## src/rtl/hazard_scoreboard_pkg.sv

```systemverilog
// rtl/hazard_scoreboard_pkg.sv - shared timing constants and forward-select encodings
package hazard_scoreboard_pkg;

    // Tnew/Tuse reference points: consumed/produced in D, E or M.
    localparam int T_D = 0;
    localparam int T_E = 1;
    localparam int T_M = 2;

    // Forward-select encodings driven onto the bypass muxes.
    typedef enum logic [1:0] {
        FWD_RF = 2'd0,
        FWD_W  = 2'd1,
        FWD_M  = 2'd2,
        FWD_E  = 2'd3
    } fwd_sel_e;

endpackage

```

## src/rtl/hazard_md_busy.sv

```systemverilog
// rtl/hazard_md_busy.sv - mult/div busy counter, loaded when a start sits in E
module hazard_md_busy
    import hazard_scoreboard_pkg::*;
#(
    parameter int MULT_LAT = 5,
    parameter int DIV_LAT  = 10,
    parameter int CNT_W    = 4
) (
    input  logic clk,     // clock
    input  logic reset,   // asynchronous, active-high
    input  logic start,   // valid mult/div start currently in E
    input  logic is_div,  // that start is a divide
    output logic busy     // counter nonzero
);

    logic [CNT_W-1:0] cnt;

    // A start reloads the counter even if a previous op is still counting.
    always_ff @(posedge clk or posedge reset) begin
        if (reset) begin
            cnt <= '0;
        end else if (start) begin
            cnt <= is_div ? CNT_W'(DIV_LAT) : CNT_W'(MULT_LAT);
        end else if (cnt != '0) begin
            cnt <= cnt - CNT_W'(1);
        end
    end

    assign busy = (cnt != '0);

endmodule

```

## src/rtl/hazard_scoreboard.sv

```systemverilog
// rtl/hazard_scoreboard.sv - E/M/W destination scoreboard driving stalls and bypass selects
module hazard_scoreboard
    import hazard_scoreboard_pkg::*;
#(
    parameter int REG_AW   = 5,
    parameter int TW       = 2,
    parameter int MULT_LAT = 5,
    parameter int DIV_LAT  = 10,
    parameter int CNT_W    = 4
) (
    input  logic              clk,        // clock
    input  logic              reset,      // asynchronous, active-high
    input  logic [REG_AW-1:0] d_rs,       // D source rs
    input  logic [REG_AW-1:0] d_rt,       // D source rt
    input  logic              d_use_rs,   // D reads rs
    input  logic              d_use_rt,   // D reads rt
    input  logic [TW-1:0]     d_tuse_rs,  // cycles from D until rs consumed
    input  logic [TW-1:0]     d_tuse_rt,  // cycles from D until rt consumed
    input  logic              d_regwrite, // D writes a GPR
    input  logic [REG_AW-1:0] d_a3,       // D destination
    input  logic [TW-1:0]     d_tnew,     // cycles after entering E until result exists
    input  logic              d_md_use,   // D touches the mult/div unit
    input  logic              d_md_start, // D starts a mult/div
    input  logic              d_md_div,   // that start is a divide
    output logic              stall,      // freeze PC and F/D, bubble E
    output logic [1:0]        fwd_rs_d,   // D rs select: RF/W/M/E
    output logic [1:0]        fwd_rt_d,   // D rt select: RF/W/M/E
    output logic [1:0]        fwd_rs_e,   // E rs select: pipe/W/M
    output logic [1:0]        fwd_rt_e,   // E rt select: pipe/W/M
    output logic              fwd_rt_m,   // M rt select: pipe/W
    output logic              md_busy,    // mult/div unit busy
    output logic [31:0]       stall_cnt   // saturating stall-cycle count
);

    // Stage records; only the fields each stage's checks consume are kept.
    logic              e_valid, e_wr, e_md_start, e_md_div;
    logic [REG_AW-1:0] e_a3, e_rs, e_rt;
    logic [TW-1:0]     e_tnew;
    logic              m_valid, m_wr;
    logic [REG_AW-1:0] m_a3, m_rt;
    logic [TW-1:0]     m_tnew;
    logic              w_valid, w_wr;
    logic [REG_AW-1:0] w_a3;

    function automatic logic hit(input logic v, input logic wr,
                                 input logic [REG_AW-1:0] a3,
                                 input logic [REG_AW-1:0] r);
        return v && wr && (a3 == r) && (r != '0);
    endfunction

    // Youngest match wins; a young match whose result is not ready yet
    // hides older copies, the stall logic holds D until it is.
    function automatic logic [1:0] sel_d(input logic eh, input logic mh,
                                         input logic wh,
                                         input logic [TW-1:0] et,
                                         input logic [TW-1:0] mt);
        if (eh) return (et == '0) ? FWD_E : FWD_RF;
        if (mh) return (mt == '0) ? FWD_M : FWD_RF;
        if (wh) return FWD_W;
        return FWD_RF;
    endfunction

    logic e_hit_rs, e_hit_rt, m_hit_rs, m_hit_rt, w_hit_rs, w_hit_rt;
    logic stall_rs, stall_rt, stall_md, e_md_go;

    assign e_hit_rs = hit(e_valid, e_wr, e_a3, d_rs);
    assign e_hit_rt = hit(e_valid, e_wr, e_a3, d_rt);
    assign m_hit_rs = hit(m_valid, m_wr, m_a3, d_rs);
    assign m_hit_rt = hit(m_valid, m_wr, m_a3, d_rt);
    assign w_hit_rs = hit(w_valid, w_wr, w_a3, d_rs);
    assign w_hit_rt = hit(w_valid, w_wr, w_a3, d_rt);

    assign stall_rs = d_use_rs && ((e_hit_rs && (e_tnew > d_tuse_rs)) ||
                                   (m_hit_rs && (m_tnew > d_tuse_rs)));
    assign stall_rt = d_use_rt && ((e_hit_rt && (e_tnew > d_tuse_rt)) ||
                                   (m_hit_rt && (m_tnew > d_tuse_rt)));
    assign e_md_go  = e_valid && e_md_start;
    assign stall_md = d_md_use && (md_busy || e_md_go);
    assign stall    = stall_rs || stall_rt || stall_md;

    assign fwd_rs_d = sel_d(e_hit_rs, m_hit_rs, w_hit_rs, e_tnew, m_tnew);
    assign fwd_rt_d = sel_d(e_hit_rt, m_hit_rt, w_hit_rt, e_tnew, m_tnew);

    assign fwd_rs_e = (hit(m_valid, m_wr, m_a3, e_rs) && (m_tnew == '0)) ? FWD_M :
                      hit(w_valid, w_wr, w_a3, e_rs) ? FWD_W : FWD_RF;
    assign fwd_rt_e = (hit(m_valid, m_wr, m_a3, e_rt) && (m_tnew == '0)) ? FWD_M :
                      hit(w_valid, w_wr, w_a3, e_rt) ? FWD_W : FWD_RF;
    assign fwd_rt_m = hit(w_valid, w_wr, w_a3, m_rt);

    always_ff @(posedge clk or posedge reset) begin
        if (reset) begin
            e_valid <= 1'b0; e_wr <= 1'b0; e_md_start <= 1'b0; e_md_div <= 1'b0;
            e_a3 <= '0; e_rs <= '0; e_rt <= '0; e_tnew <= '0;
            m_valid <= 1'b0; m_wr <= 1'b0; m_a3 <= '0; m_rt <= '0; m_tnew <= '0;
            w_valid <= 1'b0; w_wr <= 1'b0; w_a3 <= '0;
            stall_cnt <= '0;
        end else begin
            w_valid <= m_valid;
            w_wr    <= m_wr;
            w_a3    <= m_a3;
            m_valid <= e_valid;
            m_wr    <= e_wr;
            m_a3    <= e_a3;
            m_rt    <= e_rt;
            m_tnew  <= (e_tnew == '0) ? '0 : e_tnew - TW'(1);
            if (stall) begin
                // Bubble fields are zeroed so E/M forwarding sees register 0.
                e_valid <= 1'b0; e_wr <= 1'b0; e_md_start <= 1'b0; e_md_div <= 1'b0;
                e_a3 <= '0; e_rs <= '0; e_rt <= '0; e_tnew <= '0;
            end else begin
                e_valid    <= 1'b1;
                e_wr       <= d_regwrite;
                e_a3       <= d_a3;
                e_rs       <= d_rs;
                e_rt       <= d_rt;
                e_tnew     <= d_tnew;
                e_md_start <= d_md_start;
                e_md_div   <= d_md_start && d_md_div;
            end
            if (stall && (stall_cnt != '1)) begin
                stall_cnt <= stall_cnt + 32'd1;
            end
        end
    end

    hazard_md_busy #(
        .MULT_LAT (MULT_LAT),
        .DIV_LAT  (DIV_LAT),
        .CNT_W    (CNT_W)
    ) u_md_busy (
        .clk    (clk),
        .reset  (reset),
        .start  (e_md_go),
        .is_div (e_md_div),
        .busy   (md_busy)
    );

endmodule

```

## config.mk

```make
export PLATFORM = sky130hd
export DESIGN_NAME = hazard_scoreboard
export DESIGN_NICKNAME = d
export VERILOG_FILES = /design/src/rtl/hazard_scoreboard_pkg.sv /design/src/rtl/hazard_md_busy.sv /design/src/rtl/hazard_scoreboard.sv
export SDC_FILE = /design/constraint.sdc
export NUM_CORES = 1
export LEC_CHECK = 0
export CAP_MARGIN = 40
export CORE_MARGIN = 2
export CORE_UTILIZATION = 57
export DETAILED_ROUTE_END_ITERATION = 6
export GPL_TIMING_DRIVEN = 0
export MAX_ROUTING_LAYER = met4
export PLACE_DENSITY = 0.94
export SLEW_MARGIN = 20
export SYNTH_ARGS = -nofsm -noshare
export SYNTH_HDL_FRONTEND = slang
export SYNTH_SLANG_ARGS = --single-unit
```

## constraint.sdc

```tcl
create_clock -name clk -period 3.59 [get_ports clk]
set_input_delay 0.5385 -clock clk [delete_from_list [all_inputs] [get_ports clk]]
set_output_delay 0.5385 -clock clk [all_outputs]
set_load 0.01 [all_outputs]
```

# Yosys cells after proc, flatten, opt, wreduce, memory -nomap -nowiden
# Cells that the tools add are included.
totals:
  register_bits: 78
  in_bits: 29
  output_inout_bits: 43
  word_cells: 130
op_classes:
  add_sub_neg: 3
  order_cmp: 4
  eq_ne: 12
  muxes: 42
  reduce_logical: 51
ops:
  columns: ["operator", "n"]
  rows:
  - ["$eq 5x5->1", 11]
  - ["$logic_and 1x1->1", 37]
  - ["$mux 2", 18]
  - ["$add 32x1->32 const B", 1]
  - ["$ne 32x32->1 const B", 1]
  - ["$reduce_bool 5->1", 5]
  - ["$mux 1", 18]
  - ["$mux 5", 3]
  - ["$mux 4", 3]
  - ["$gt 2x2->1", 4]
  - ["$logic_or 1x1->1", 5]
  - ["$logic_not 2->1", 2]
  - ["$reduce_bool 4->1", 1]
  - ["$sub 4x1->4 const B", 1]
  - ["$reduce_bool 2->1", 1]
  - ["$sub 2x1->2 const B", 1]

# Longest topological paths before layout
depth:
  ltp_word: 10
  depth_mapped: 9
  depth_no_buf: 8

# Cells and area by module
# A second synthesis with hierarchy kept.
hier_totals:
  cells_unflattened: 410
  hier_area_um2: 4416.7
modules_own_cells:
  columns: ["module", "instances", "cells_per_inst", "area_each_um2", "seq_area_each_um2"]
  rows:
  - ["hazard_scoreboard", 1, 382, 4154.0, 1851.8]
  - ["hazard_md_busy", 1, 28, 262.8, 100.1]

# Worst setup path before layout
# OpenSTA, ideal clock, no wires.
synth_timing:
  kind: "input to output"
  from: "input d_rs[1]"
  to: "output stall"
  arrival_ns: 2.050
  required_ns: 3.052
  setup_slack_ns: 1.001
  cell_stages: 6
  n_path_buf: 1
  cell_sequence: "or4_1 nor2_2 nor4_1 nor4_4 clkbuf_1 inv_1"
synth_via:
  elab_chain_cells: 8
  elab_cells_between_ends: 13
  classes_between: "eq/ne (2); reduce/logical (11)"
synth_lines:
  columns: ["item", "line", "source"]
  rows:
  - ["start: declaration", "hazard_scoreboard.sv:13", "input logic [REG_AW-1:0] d_rs,"]
  - ["$eq 5x5->1", "hazard_scoreboard.sv:48", "return v && wr && (a3 == r) && (r != '0);"]
  - ["$logic_and 1x1->1 (2 in a row)", "hazard_scoreboard.sv:48", null]
  - ["$logic_and 1x1->1 (on tied branches)", "hazard_scoreboard.sv:73, hazard_scoreboard.sv:74", null]
  - ["$logic_or 1x1->1 *", "hazard_scoreboard.sv:73", "assign stall_rs = d_use_rs && ((e_hit_rs && (e_tnew > d_tuse_rs)) ||"]
  - ["$logic_and 1x1->1 *", "hazard_scoreboard.sv:73", null]
  - ["$logic_or 1x1->1 * (2 in a row)", "hazard_scoreboard.sv:79", "assign stall = stall_rs || stall_rt || stall_md;"]
  - ["end: declaration", "hazard_scoreboard.sv:25", "output logic stall,"]
# Every way passes the cells marked *; elsewhere a longest branch is shown, timed or not.

# Worst setup path in the final report
layout_timing:
  from: "input d_rt[4]"
  to: "output stall"
layout_via:
  elab_chain_cells: 8
  elab_cells_between_ends: 13
  classes_between: "eq/ne (2); reduce/logical (11)"
layout_lines:
  columns: ["item", "line", "source"]
  rows:
  - ["start: declaration", "hazard_scoreboard.sv:14", "input logic [REG_AW-1:0] d_rt,"]
  - ["$eq 5x5->1", "hazard_scoreboard.sv:48", null]
  - ["$logic_and 1x1->1 (2 in a row)", "hazard_scoreboard.sv:48", null]
  - ["$logic_and 1x1->1 (on tied branches)", "hazard_scoreboard.sv:75, hazard_scoreboard.sv:76", null]
  - ["$logic_or 1x1->1 *", "hazard_scoreboard.sv:75", "assign stall_rt = d_use_rt && ((e_hit_rt && (e_tnew > d_tuse_rt)) ||"]
  - ["$logic_and 1x1->1 *", "hazard_scoreboard.sv:75", null]
  - ["$logic_or 1x1->1 * (2 in a row)", "hazard_scoreboard.sv:79", null]
# Marks and branches as above.

==> out/results.ini <==
[outcome]
status = completed

[route]
viasPerCell = 5.642
drc = 0
vias = 3261
initialDrtViolationCount = 173
final_antenna_net_count = 0
wl_um = 9925
firstDrtPassIters = 4
wire_per_inst_um = 17.17

[global_route]
overflow = 0
grtUsageTotal_pct = 28.67
grt_max_degree = 62
grt_pass1_vias = 3284
grt_pass1_wl_um = 16360
grt_antenna_before_repair = 0

[floorplanning]
initial_core_util_pct = 59.29
dieHeight_um = 88.30
dieArea_sq_um = 7796
top_level_ports = 72
die_w_um = 88.30
core_region_area_sq_um = 6832
rows = 30

[logic_synthesis]
syn-num-nets = 432
syn-instance-count = 392
synth_seq_cells = 78
avgSynthCellArea_sq_um = 10.33
ys_seq_area_share_pct = 48.19
netlist_area_sq_um = 4050
ys_warn_count = 0
synth_edf_count = 0
ys_types = 40
async_flop_share_pct = 100.0
ys_dominant_reg_cell = dfrtp_1

[clock_network]
clock_sinks = 78
clk_pin_slew_ns = 0.08
cts_tree = built
cts_made_buffers = 9
htree_levels = 3
clock_latency_ns = 0.37
cts_root_buf = clkbuf_8
clockBufferDepth = 2
cts_hold_buf = 0

[placement]
globalplace.congestion = 0.9055
numPortBuffers = 71
dp.final_hpwl_um = 7073
preCtsSetupSlack_ns = -0.5619

[power]
p_leak_uw = 0.002243
power.density_nw_per_um2 = 552.2
vdd_drop_max_mv = 0.4721

[timing]
fin_skew_ns = 0.01251
maxSlewViolCount = 0
worst_slew_pin_slew_ns = 0.5286
slew_headroom_pct = 64.43
fin_crit_ns = 3.464
rsz0062_at_grt = false
setup_viol = 0
worst_slack_ns = 0.1262
max_freq_ghz = 0.2887
hold_viol = 0
hold-worst-slack_ns = 0.4063
finalCritPeriodShare_pct = 96.49

[critical_path]
cp-end-kind = output pin
worst-path-max-fanout = 5
crit_arrival_ns = 2.93
criticalPathCategory = input port to output pin
critPathRequiredTime_ns = 3.05
cp-start-kind = input port

[flow_run]
maxCapViolCount = 0

[layout]
diodes = 0
final_nets = 517
drive_above_1_share_pct = 6.846
areaGrowthSynthToFinish_pct = 28.54
final_cell_mix = 78 x dfrtp_1, 67 x clkdlybuf4s50_1, 49 x xor2_1, 36 x xnor2_1, 29 x nand2_1
final_common_cell = dfrtp_1

[min_path]
hp-class = flop to flop

through the flow:
stage	util [%]	TNS [ns]	cells	cell area, sq um	power [uW]
6_report	76.21	0	578	5206	2875
5_1_grt	76.21	0	578	5206	3028
4_1_cts	75.97	0	578	5190	2884
3_5_place_dp	71.89	-0.5619	560	4911	2023
3_3_place_gp	71.45	-5.928	559	4881	1968
2_1_floorplan	-	0	392	4050	1673
logic make-up (layout without fill, tap and decap cells):
family / Yosys count / in the layout / synth area share, %
xor gates and xnor gates: 85 / 85 / 18.38
AOI/OAI and AO/OA: 19 / 19 / 3.151
muxes: 3 / 3 / 0.8032
and+or+nand+nor: 171 / 171 / 23.57
DFF: 78 / 78 / 48.19
adders and majority gates: 11 / 11 / 3.398
buffers and inverters: 25 / 115 / 2.502
cell usage after synthesis (2+ instances only):
cell | n | area (sq um)
buf_2 | 3 | 15.01
xnor2_1 | 36 | 315.3
nor2b_1 | 5 | 31.28
mux2_2 | 2 | 22.52
nand2_1 | 29 | 108.9
nor2_1 | 17 | 63.81
nor4_1 | 19 | 118.9
nand4_1 | 16 | 100.1
nor3b_1 | 3 | 22.52
dfrtp_1 | 78 | 1952
and4_1 | 4 | 35.03
o31ai_1 | 2 | 15.01
clkbuf_1 | 7 | 26.28
inv_1 | 13 | 48.80
o211ai_1 | 3 | 22.52
o21ai_0 | 6 | 30.03
and3_1 | 5 | 31.28
nor3_1 | 23 | 115.1
nand3_1 | 16 | 80.08
a21oi_1 | 3 | 15.01
xor2_1 | 49 | 429.2
ha_1 | 11 | 137.6
or4_1 | 5 | 37.54
and2_1 | 21 | 131.4
registers in the layout (all words and copies together) (netlist names), 4 cells and up:
name	count
m_a3	5
stall_cnt	32
m_rt	5
u_md_busy.cnt	4
e_a3	5
w_a3	5
e_rt	5
e_rs	5
power by group:
group	leakage (uW)	internal, uW	switching, uW
clock	0.000126	473	356
sequential	0.000960	1040	190
combinational	0.00116	419	402
layout make-up:
class,count,area [sq um]
clock buffers,9,123.9
well taps,96,120.1
multi-input cells,289,2013
flip-flops and latches,78,1952
clock inverters,7,127.6
plain buffers,12,62.56
repair buffers,74,755.7
inverters,13,51.30
fillers,468,1625
final timing paths:
| path | from | endpoint | slack, ns | depth (start not counted) |
|---|---|---|---|---|
| max in group asynchronous | reset | e_a3[3] | 2.58 | 3 |
| worst max register to register | u_md_busy.cnt[0] | e_rt[3] | 0.97 | 10 |
| worst min register to register | m_valid | w_valid | 0.41 | 0 |
| worst min-delay path | m_valid | w_valid | 0.41 | 0 |
| min in group asynchronous | reset | stall_cnt[13] | 0.46 | 2 |
| worst max-delay path | d_rt[4] | stall | 0.13 | 8 |
per-layer routing:
metal | track usage (%) | up-vias | share of wire [%] | wire, um
met5 | - | - | 0 | 0
li1 | - | 1533 | - | -
met2 | 45.66 | 134 | 50 | 5012
met3 | 5.317 | 19 | 5.5 | 541
met4 | 8.540 | 0 | 1.5 | 144
met1 | 37.81 | 1575 | 43 | 4227
worst max-delay path, cell delays in order:
cell	delay (ns)
clkdlybuf4s50_1	0.63
xnor2_1	0.18
nand4_1	0.18
nor4_1	0.50
nor4_4	0.12
clkbuf_8	0.16
inv_1	0.08
clkdlybuf4s50_1	0.54
repair_timing:
item                                    CTS  global route
buffers inserted                          2             0
endpoints found under the hold margin     0             0
endpoints found under the setup margin    1             1
pin swaps                                 1             1
resized for setup                         6             4
Power figures use the tool's default switching activity.
